$ cat config.mk
export PLATFORM = sky130hd
export DESIGN_NAME = control_sequencer
export DESIGN_NICKNAME = d
export VERILOG_FILES = /design/src/rtl/sap_ctrl_pkg.sv /design/src/rtl/microcode_rom.sv /design/src/rtl/control_sequencer.sv
export SDC_FILE = /design/constraint.sdc
export NUM_CORES = 1
export LEC_CHECK = 0
export ABC_AREA = 1
export CAP_MARGIN = 10
export CORE_MARGIN = 4
export CORE_UTILIZATION = 40
export DETAILED_ROUTE_END_ITERATION = 8
export GPL_TIMING_DRIVEN = 0
export PLACE_DENSITY = 0.84
export RECOVER_POWER = 25
export SETUP_SLACK_MARGIN = 0.5
export SLEW_MARGIN = 20
export SYNTH_ARGS = -nofsm -noshare
export SYNTH_HDL_FRONTEND = slang
export SYNTH_SLANG_ARGS = --single-unit
$ cat constraint.sdc
create_clock -name clk -period 2.8 [get_ports clk]
set_clock_uncertainty 0.15 [all_clocks]
set_input_delay 0.56 -clock clk [delete_from_list [all_inputs] [get_ports clk]]
set_output_delay 0.56 -clock clk [all_outputs]
set_load 0.1 [all_outputs]
$ cat src/rtl/sap_ctrl_pkg.sv
// Shared SAP control definitions: control-word bit indices, strobe masks,
// opcode values and the default microstep count.
package sap_ctrl_pkg;

  localparam int unsigned NUM_STEPS_DEFAULT = 5;

  localparam int unsigned BIT_HLT = 15;
  localparam int unsigned BIT_MI  = 14;
  localparam int unsigned BIT_RI  = 13;
  localparam int unsigned BIT_RO  = 12;
  localparam int unsigned BIT_IO  = 11;
  localparam int unsigned BIT_II  = 10;
  localparam int unsigned BIT_AI  = 9;
  localparam int unsigned BIT_AO  = 8;
  localparam int unsigned BIT_EO  = 7;
  localparam int unsigned BIT_SU  = 6;
  localparam int unsigned BIT_BI  = 5;
  localparam int unsigned BIT_OI  = 4;
  localparam int unsigned BIT_CE  = 3;
  localparam int unsigned BIT_CO  = 2;
  localparam int unsigned BIT_J   = 1;
  localparam int unsigned BIT_FI  = 0;

  typedef logic [15:0] ctrl_t;

  function automatic ctrl_t bit_mask(input int unsigned idx);
    return ctrl_t'(1) << idx;
  endfunction

  localparam ctrl_t C_HLT = bit_mask(BIT_HLT);
  localparam ctrl_t C_MI  = bit_mask(BIT_MI);
  localparam ctrl_t C_RI  = bit_mask(BIT_RI);
  localparam ctrl_t C_RO  = bit_mask(BIT_RO);
  localparam ctrl_t C_IO  = bit_mask(BIT_IO);
  localparam ctrl_t C_II  = bit_mask(BIT_II);
  localparam ctrl_t C_AI  = bit_mask(BIT_AI);
  localparam ctrl_t C_AO  = bit_mask(BIT_AO);
  localparam ctrl_t C_EO  = bit_mask(BIT_EO);
  localparam ctrl_t C_SU  = bit_mask(BIT_SU);
  localparam ctrl_t C_BI  = bit_mask(BIT_BI);
  localparam ctrl_t C_OI  = bit_mask(BIT_OI);
  localparam ctrl_t C_CE  = bit_mask(BIT_CE);
  localparam ctrl_t C_CO  = bit_mask(BIT_CO);
  localparam ctrl_t C_J   = bit_mask(BIT_J);
  localparam ctrl_t C_FI  = bit_mask(BIT_FI);

  typedef enum logic [3:0] {
    OP_NOP = 4'h0,
    OP_LDA = 4'h1,
    OP_ADD = 4'h2,
    OP_SUB = 4'h3,
    OP_STA = 4'h4,
    OP_LDI = 4'h5,
    OP_JMP = 4'h6,
    OP_JC  = 4'h7,
    OP_JZ  = 4'h8,
    OP_OUT = 4'hE,
    OP_HLT = 4'hF
  } opcode_e;

  typedef enum logic {
    SEQ_RUN,
    SEQ_HALT
  } seq_state_e;

endpackage

$ cat src/rtl/microcode_rom.sv
// Combinational microcode decode: (step, opcode, flags) -> 16-bit control word.
// Fetch words are opcode-independent; unlisted steps decode to zero.
module microcode_rom
  import sap_ctrl_pkg::*;
(
  input  logic [2:0]  step,
  input  logic [3:0]  opcode,
  input  logic        flag_c,
  input  logic        flag_z,
  output logic [15:0] word
);

  // Operand address from the instruction register onto the memory address register.
  localparam ctrl_t ADDR_LOAD = C_IO | C_MI;

  always_comb begin
    // NOTE: default first so every path assigns word; no latch is inferred.
    word = '0;
    case (step)
      3'd0: word = C_CO | C_MI;
      3'd1: word = C_RO | C_II | C_CE;
      default: begin
        case (opcode)
          OP_LDA: begin
            if (step == 3'd2) word = ADDR_LOAD;
            if (step == 3'd3) word = C_RO | C_AI;
          end
          OP_ADD, OP_SUB: begin
            if (step == 3'd2) word = ADDR_LOAD;
            if (step == 3'd3) word = C_RO | C_BI;
            if (step == 3'd4) word = (opcode == OP_SUB) ? (C_EO | C_AI | C_SU | C_FI)
                                                        : (C_EO | C_AI | C_FI);
          end
          OP_STA: begin
            if (step == 3'd2) word = ADDR_LOAD;
            if (step == 3'd3) word = C_AO | C_RI;
          end
          OP_LDI: if (step == 3'd2) word = C_IO | C_AI;
          OP_JMP: if (step == 3'd2) word = C_IO | C_J;
          OP_JC:  if (step == 3'd2 && flag_c) word = C_IO | C_J;
          OP_JZ:  if (step == 3'd2 && flag_z) word = C_IO | C_J;
          OP_OUT: if (step == 3'd2) word = C_AO | C_OI;
          OP_HLT: if (step == 3'd2) word = C_HLT;
          default: word = '0;
        endcase
      end
    endcase
  end

endmodule

$ cat src/rtl/control_sequencer.sv
// SAP control sequencer: microstep counter with early end on an all-zero word,
// halt latch, and the control word decoded from the registered step.
module control_sequencer
  import sap_ctrl_pkg::*;
#(
  parameter int unsigned NUM_STEPS = NUM_STEPS_DEFAULT
) (
  input  logic        clk,
  input  logic        reset,
  input  logic [3:0]  opcode,
  input  logic        flag_c,
  input  logic        flag_z,
  output logic [15:0] ctrl,
  output logic [2:0]  step,
  output logic        halted
);

  localparam logic [2:0] LAST_STEP = 3'(NUM_STEPS - 1);

  seq_state_e  state_q, state_d;
  logic [2:0]  step_q, step_d;
  logic [15:0] rom_word;

  microcode_rom u_rom (
    .step   (step_q),
    .opcode (opcode),
    .flag_c (flag_c),
    .flag_z (flag_z),
    .word   (rom_word)
  );

  // NOTE: reset is sampled on the clock edge and wins over every other update;
  // state uses non-blocking assignments so all registers see pre-edge values.
  always_ff @(posedge clk) begin
    if (!reset) begin
      state_q <= SEQ_RUN;
      step_q  <= '0;
    end else begin
      state_q <= state_d;
      step_q  <= step_d;
    end
  end

  always_comb begin
    state_d = state_q;
    step_d  = step_q;
    case (state_q)
      SEQ_RUN: begin
        if (rom_word[BIT_HLT]) begin
          // Step stays frozen at the HLT microstep.
          state_d = SEQ_HALT;
        end else if (step_q >= 3'd2 && rom_word == '0) begin
          step_d = '0;
        end else if (step_q == LAST_STEP) begin
          step_d = '0;
        end else begin
          step_d = step_q + 3'd1;
        end
      end
      SEQ_HALT: begin
        state_d = SEQ_HALT;
      end
    endcase
  end

  assign halted = (state_q == SEQ_HALT);
  assign step   = step_q;
  assign ctrl   = halted ? C_HLT : rom_word;

endmodule

==> results of run 1 <==
[per-stage QoR]
step,util,worst slack [ps],std cells,area (sq um),TNS [ps]
2_1_floorplan,-,280,101,826,0
3_3_place_gp,0.816,-943,143,1110,-10480
3_5_place_dp,0.816,-959,143,1110,-10890
4_1_cts,0.915,370,149,1250,0
[cells by family after synthesis]
kind of cell             Yosys count
AO/OA/AOI/OAI                      8
adder cells (fa/ha/maj)            5
buffers and inverters             18
flip-flops                         4
AND/OR/NAND/NOR                   66
[timing repair]
item / in CTS
endpoints found under the hold margin: 0
pin swaps: 16
endpoints found under the setup margin: 20
gates resized for setup: 156
buffers inserted: 3
cloned: 0
==> summary.md, run 1 <==
| Metric | Value |
|---|---|
| WEP type | top-level output |
| Clk root buf | clkbuf_4 |
| Site Rows | 13 |
| Ys flop type | dfxtp_1 |
| Synth Area in Adders | 0.102 |
| Dpl hpwl | 1550 microns |
| Yosys reg bits | 4 |
| Most common cell in the netlist | nand2_1 |
| Xor/xnor cell area share of the yosys netlist | 0 |
| Hold Buf Count CTS | 0 |
| Net Count, Synth | 114 |
| Post-synth top area share | 0.166 |
| Synthesized area per cell | 6.05 sq um |
| Fraction of registers with async set/reset | 0 |
| CTS Buf Count | 3 |
| Synth cell types | 23 |
| Area contributors post-synth | nand2_1, dfxtp_1, nor2_1 |
| Number of flops mapped to enable cells by yosys | 0 |
| Last stage reached | 5_1_grt |
| Status | stopped before the end |
| Compound-Gate Fraction of Synth Area | 0.0943 |
| Ports | 28 |
| PortBufs | 27 |
| GPL Wtd Cong | 0.798 |
| GR repair worst EP | ctrl[11] |
| Simple-gate area share of the yosys netlist | 0.545 |
| Cells after Synth | 101 |
| Die width | 47.1 microns |
| Netlist Area Pre-Place | 611 sq um |
| CTS H-tree lvls | 1 |
| Largest net degree at the start of global routing | 9 |
| Largest family of logic cells by synthesized area | simple AND/OR/NAND/NOR gates |
| Clk sinks | 4 |
| Initial Util | 0.447 |
| Synthesis Warnings | 0 |
| Sequential cell area fraction in the yosys report | 0.131 |
| Mux contribution to synthesized area | 0 |
| Synth area leader | nand2_1 |
| Log Error | [ERROR DPL-0038] Utilization greater than 100%, impossible to legalize |
| Synth cell count leaders | nand2_1, nor2_1, inv_1, nand3_1, ha_1 |
| Die height | 47.1 microns |
| Clk buf depth | 2 |
==> run 2, diff against run 1 <==
--- a/config.mk
+++ b/config.mk
@@ -7,13 +7,12 @@
 export LEC_CHECK = 0
 export ABC_AREA = 1
 export CAP_MARGIN = 10
-export CORE_MARGIN = 4
-export CORE_UTILIZATION = 40
+export CORE_AREA = 4 4 65 67
 export DETAILED_ROUTE_END_ITERATION = 8
+export DIE_AREA = 0 0 69 71
 export GPL_TIMING_DRIVEN = 0
-export PLACE_DENSITY = 0.84
+export PLACE_DENSITY_LB_ADDON = 0.15
 export RECOVER_POWER = 25
-export SETUP_SLACK_MARGIN = 0.5
 export SLEW_MARGIN = 20
 export SYNTH_ARGS = -nofsm -noshare
 export SYNTH_HDL_FRONTEND = slang
==> run 2 against run 1 <==
Effect of this change:
- the flow now finishes without violations
- area after synthesis unchanged
- synthesized cell count unchanged
==> summary.md, run 2 <==
| Metric | Value |
|---|---|
| Max-Cap Viols | 0 |
| Floorplan core area | 3630 sq um |
| Synth cell types | 23 (unchanged) |
| Via-to-Cell Ratio | 4.01 |
| Detailed Route WL | 1890 microns |
| Crit path arrival time | 1990 ps |
| Max reg flops | 3 |
| DR vias | 725 |
| Power per cell area | 1120 nW/um^2 |
| Clk root buf | clkbuf_8 |
| Initial Util | 0.168 (-0.279) |
| Max transition margin | 0.347 |
| Worst Setup End Kind | output pin |
| Initial antenna violation count | 0 |
| Clk pwr share | 0.110 |
| Synthesis Warnings | 0 (unchanged) |
| Power, Total | 0.00124 W |
| DP Area | 1050 sq um (-5.8%) |
| Hold slack | 344 ps |
| Slew Viols, Final | 0 |
| P_sw | 0.000824 W |
| Internal | 0.000416 W |
| Status | finished, final reports clean |
| Clk sinks | 4 (unchanged) |
| CP peak stage delay | 850 ps |
| Sw frac | 0.664 |
| Clk buf depth | 2 (unchanged) |
| Largest net degree at the start of global routing | 9 |
| CP max FO | 6 |
| Ys flop type | dfxtp_1 |
| Commonest non-fill, non-tap cells in the layout | nand2_1, inv_1, nor2_1 |
| Yosys reg bits | 4 (unchanged) |
| Fraction of registers with async set/reset | 0 (unchanged) |
| CP delay by family, top | buffers and inverters |
| Critical Setup Path Class | register to output pin |
| TritonRoute pass-1 iters | 3 |
| Dpl hpwl | 1560 microns (+0.52%) |
| Die width | 69 microns (+47%) |
| Drt initial violations | 34 |
| CTS Buf Count | 3 (unchanged) |
| CTS H-tree lvls | 1 (unchanged) |
| Worst slew pin tran | 976 ps |
| Hold Buf Count CTS | 0 (unchanged) |
| Most common cell after layout, fill and taps aside | nand2_1 |
| Critical path buffers and inverters | 2 |
| # DRC | 0 |
| Synth cell count leaders | nand2_1, nor2_1, inv_1, nand3_1, ha_1 |
| Final setup violation count | 0 |
| Number of flops mapped to enable cells by yosys | 0 (unchanged) |
| Site Rows | 22 (+9) |
| Die height | 71 microns (+51%) |
| Synthesized area per cell | 6.05 sq um (unchanged) |
| Number of global-route vias before repair | 736 |
| Setup TNS Final | 0 ps |
| Finished Cell Area | 1100 sq um |
| Area Growth Syn to Fin | 80.5% |
| Tot GR Track Use | 0.0803 |
| PortBufs | 27 (unchanged) |
| Net Count, Synth | 114 (unchanged) |
| Min Tclk post-route | 2700 ps |
| Cells after Synth | 101 (unchanged) |
| Sequential cell area fraction in the yosys report | 0.131 (unchanged) |
| Combinational power share | 0.800 |
| First-pass GRT wire length | 3220 microns |
| Worst-Skew Late Latency | 230 ps |
| Leakage | 0.547 nW |
| GPL Wtd Cong | 0.771 (-3.3%) |
| CTS tree | done |
| Die area | 4900 sq um |
| Grt total ovfl | 0 |
| DR WL/cell | 10.5 microns |
| Worst vdd ir | 0.000791 V |
| Most common cell in the netlist | nand2_1 |
| Nets | 147 |
| Worst path slowest cell | dlygate4sd2_1 |
| CP Cell Sequence | inv_1, ha_1, nand2_1, nor2_2, dlygate4sd2_1 |
| Required time of the critical path | 2090 ps |
| N_diodes | 0 |
| Synth area leader | nand2_1 |
| Area contributors post-synth | nand2_1, dfxtp_1, nor2_1 |
| Min-Delay Path Class | register to register |
| Share of post-route cells with drive strength above 1 | 0.406 |
| CP Launch Type | register |
| DRT antenna net count | 0 |
| Netlist Area Pre-Place | 611 sq um (unchanged) |
| Worst-path clk slew | 40 ps |
| RSZ-0062 raised after global routing | false |
| Max Fclk | 0.371 GHz |
| Post-synth top area share | 0.166 (unchanged) |
| Ports | 28 (unchanged) |
| Share of power burned in registers | 0.090 |
| Fillers | 417 |
| Hold Vio Cnt, Final | 0 |
| Final Cycle Share | 0.964 |
[run 2: cell counts after synthesis]
Identical to the previous run, type by type.
[run 2: timing repair]
item / CTS / global route
buffers inserted: 1 / 0
pin swaps: 0 / 1
endpoints found under the hold margin: 0 / 0
endpoints found under the setup margin: 16 / 12
resized for setup: 89 / 12
[run 2: cells by family after synthesis]
kind of cell | synth area share
and+or+nand+nor | 0.545
adders and majority gates | 0.102
buffers and inverters | 0.127
AOI/OAI and AO/OA | 0.0943
DFF | 0.131
[run 2: cell type report]
cell class | count | area (sq um) | share of cell area
Multi-Input combinational cell | 79 | 562 | 0.510
Timing Repair Buffer | 28 | 268 | 0.243
Sequential cell | 4 | 90.1 | 0.0817
Inverter | 16 | 62.6 | 0.0568
Tap cell | 48 | 60.1 | 0.0545
Clock buffer | 4 | 45.0 | 0.0409
Buffer | 2 | 15.0 | 0.0136
[run 2: routing by layer]
layer  global-route usage  wire (microns)
met5                    0               0
met4               0.0499              44
met3               0.0199              87
met2                0.140             959
met1               0.0873             801
[run 2: through the flow]
step           utilization  setup WS (ps)  std cells
2_1_floorplan            -           14.7        101
3_3_place_gp         0.289           -991        176
3_5_place_dp         0.289           -976        176
4_1_cts              0.300           6.74        181
5_1_grt              0.303           10.4        181
6_report             0.303            102        181
[run 2: path summary, 6_finish.rpt]
path | to | cells past startpoint | slack [ps] | startpoint
setup / recovery | ctrl[2] | 5 | 100 | step[1]
hold / removal | step[0] | 2 | 340 | step[0]
setup reg to reg | step[2] | 10 | 910 | step[1]
hold reg to reg | step[0] | 2 | 340 | step[0]
[run 2: worst reg2reg max path: cells and delay by family (launching register included)]
kind,cells,cell delay [ps]
AND/OR/NAND/NOR,7,730
flip-flops,1,350
adder cells (fa/ha/maj),1,240
AO/OA/AOI/OAI,1,170
buffers and inverters,1,130
[run 2: power groups by stage]
stage	Combinational, W	Sequential (W)	Clock [W]
after detailed placement	0.00100	0.000114	0
after global routing	0.00105	0.000116	0.000142
after CTS	0.000993	0.000114	0.000140
final	0.000992	0.000112	0.000136
after global placement	0.00100	0.000115	0
after floorplan	0.000694	0.000223	0
Note: power is estimated with default switching activity, not from simulation.
==> run 3, diff against run 2 <==
--- a/config.mk
+++ b/config.mk
@@ -7,9 +7,10 @@
 export LEC_CHECK = 0
 export ABC_AREA = 1
 export CAP_MARGIN = 10
-export CORE_AREA = 4 4 65 67
+export CORE_AREA = 2 2 63 65
 export DETAILED_ROUTE_END_ITERATION = 8
-export DIE_AREA = 0 0 69 71
+export DIE_AREA = 0 0 65 67
+export DONT_BUFFER_PORTS = 1
 export GPL_TIMING_DRIVEN = 0
 export PLACE_DENSITY_LB_ADDON = 0.15
 export RECOVER_POWER = 25
==> run 3 against run 2 <==
Effect of this change:
- core utilization down 1.2 points
- cell area shrank 4.5%
- register-to-register slack worse by 440 ps
- routed wire length fell by 0.85%
- worst setup slack lost 62 ps
- via count shrank 9.8%
- die area down 11%
- flip-flop and latch count did not move
- non-clock buffer count is 22 lower
- sequential share of layout area increased by 0.86 points
- first-iteration DRC count shrank 65%
- hold slack better by 69 ps
- largest cell class unchanged
==> summary.md, run 3 (synthesized netlist as in run 2, its figures left out) <==
| Metric | Value |
|---|---|
| Worst Setup End Kind | output pin |
| Worst Setup EP | ctrl[5] |
| Site Rows | 22 (unchanged) |
| PortBufs | 0 (-100%) |
| Placed cells | 149 (-15%) |
| Crit path arrival time | 2050 ps (+60 ps) |
| DR vias | 654 (-9.8%) |
| Fillers | 393 (-5.8%) |
| Sequential Area | 95.1 sq um (+5.6%) |
| Worst path slowest cell | nor3_4 |
| GPL Wtd Cong | 0.727 (-5.8%) |
| Ports | 28 (unchanged) |
| Commonest non-fill, non-tap cells in the layout | nand2_1, nor2_1, inv_1 |
| Min-Delay Path Class | input pin to register |
| Die area | 4360 sq um (-11%) |
| # DRC | 0 (unchanged) |
| CP Launch Type | register |
| Depth of the worst hold-timing path | 2 (unchanged) |
| Most common cell after layout, fill and taps aside | nand2_1 |
| CP max FO | 6 (unchanged) |
| RSZ-0062 raised after global routing | true |
| Required time of the critical path | 2090 ps (about the same) |
| Initial antenna violation count | 0 (unchanged) |
| CTS Buf Count | 3 (unchanged) |
| Layout Cells excl Fill | 159 (-12%) |
| Clk root buf | clkbuf_8 |
| Drt initial violations | 12 (-65%) |
| Slew Viols, Final | 0 (unchanged) |
| Via-to-Cell Ratio | 4.11 (+2.7%) |
| Worst slew pin tran | 1070 ps (+92.6 ps) |
| Final setup violation count | 0 (unchanged) |
| Max reg flops | 3 (unchanged) |
| Share of post-route cells with drive strength above 1 | 0.550 (+0.144) |
| Nets | 125 (-15%) |
| Footprint of the multi-input gates | 673 sq um (+20%) |
| Reg-to-reg critical path endpoint | step[2] |
| TritonRoute pass-1 iters | 4 (+1) |
| Crit path from | step[1] |
| First-pass GRT wire length | 3150 microns (-1.9%) |
| CTS tree | done |
| CTS H-tree lvls | 1 (unchanged) |
| CP delay by family, top | simple AND/OR/NAND/NOR gates |
| R2R setup slack | 470 ps (-440 ps) |
| Area Growth Syn to Fin | 72.3% |
| Reg2Reg Depth | 10 (unchanged) |
| Dpl hpwl | 1490 microns (-4.7%) |
| Hold Vio Cnt, Final | 0 (unchanged) |
| Worst path depth | 4 (-1) |
| Status | finished, final reports clean |
| Initial Util | 0.169 (+0.00128) |
| DR WL/cell | 11.8 microns (+13%) |
| Min Tclk post-route | 2760 ps (+62.5 ps) |
| Final Cycle Share | 0.986 (+0.0223) |
| Worst-Skew Late Latency | 230 ps (about the same) |
| Number of global-route vias before repair | 713 (-3.1%) |
| Die width | 65 microns (-5.8%) |
| Critical Setup Path Class | register to output pin |
| Clk buf depth | 2 (unchanged) |
| Detailed Route WL | 1880 microns (-0.85%) |
| Worst r2r src | step[1] |
| Largest net degree at the start of global routing | 9 (unchanged) |
| Tot GR Track Use | 0.0947 (+0.0144) |
| Max-Cap Viols | 0 (unchanged) |
| Worst-path clk slew | 40 ps (about the same) |
| N_diodes | 0 (unchanged) |
| Setup TNS Final | 0 ps (unchanged) |
| CP peak stage delay | 840 ps (about the same) |
| Die height | 67 microns (-5.6%) |
| CP Cell Sequence | nor2_4, nor2_4, clkinvlp_4, nor3_4 |
| Grt total ovfl | 0 (unchanged) |
| Critical path buffers and inverters | 1 (-1) |
| DRT antenna net count | 0 (unchanged) |
| Max transition margin | 0.287 (-0.0605) |
| Max Fclk | 0.362 GHz (-2.3%) |
| Hold Buf Count CTS | 0 (unchanged) |
| Crit-path most repeated cell | nor2_4 |
| Clk sinks | 4 (unchanged) |
| Floorplan core area | 3610 sq um (-0.76%) |
[run 3: worst min-delay path by stage]
stage,start,endpoint
2_1_floorplan,step[0],step[0]
3_3_place_gp,step[1],step[1]
3_5_place_dp,step[1],step[1]
4_1_cts,reset,halted
5_1_grt,reset,halted
6_report,reset,halted
[run 3: area by class of cell]
class | instances | share of cell area
multi-input cells | 79 | 0.640
flip-flops and latches | 4 | 0.0904
inverters | 16 | 0.0737
repair buffers | 6 | 0.0583
well taps | 48 | 0.0571
clock buffers | 4 | 0.0428
plain buffers | 2 | 0.0380
[run 3: per-stage QoR]
stage | worst slack, ps | utilization | hold slack [ps] | cell area [sq um]
2_1_floorplan | 14.7 | - | 465 | 719
3_3_place_gp | -144 | 0.216 | 486 | 779
3_5_place_dp | -134 | 0.216 | 487 | 779
4_1_cts | -11.2 | 0.277 | 412 | 998
5_1_grt | -39.0 | 0.292 | 409 | 1050
6_report | 39.4 | 0.292 | 413 | 1050
[run 3: per-layer routing]
layer / vias to the layer above / GRT usage / part of all wire
met3: 2 / 0.0372 / 0.069
met2: 18 / 0.171 / 0.51
met1: 297 / 0.0967 / 0.41
met4: 0 / 0.0399 / 0.012
met5: - / 0 / 0
li1: 337 / - / -
[run 3: timing repair]
item                       4_1_cts  5_1_grt
setup endpoints to repair       12       10
buffers inserted                 6        0
pin swaps                       10       10
resized for setup               29       13
Power of run 3 is not shown: default switching activity piles up to over one toggle a cycle in this logic, so the estimate is an artifact.
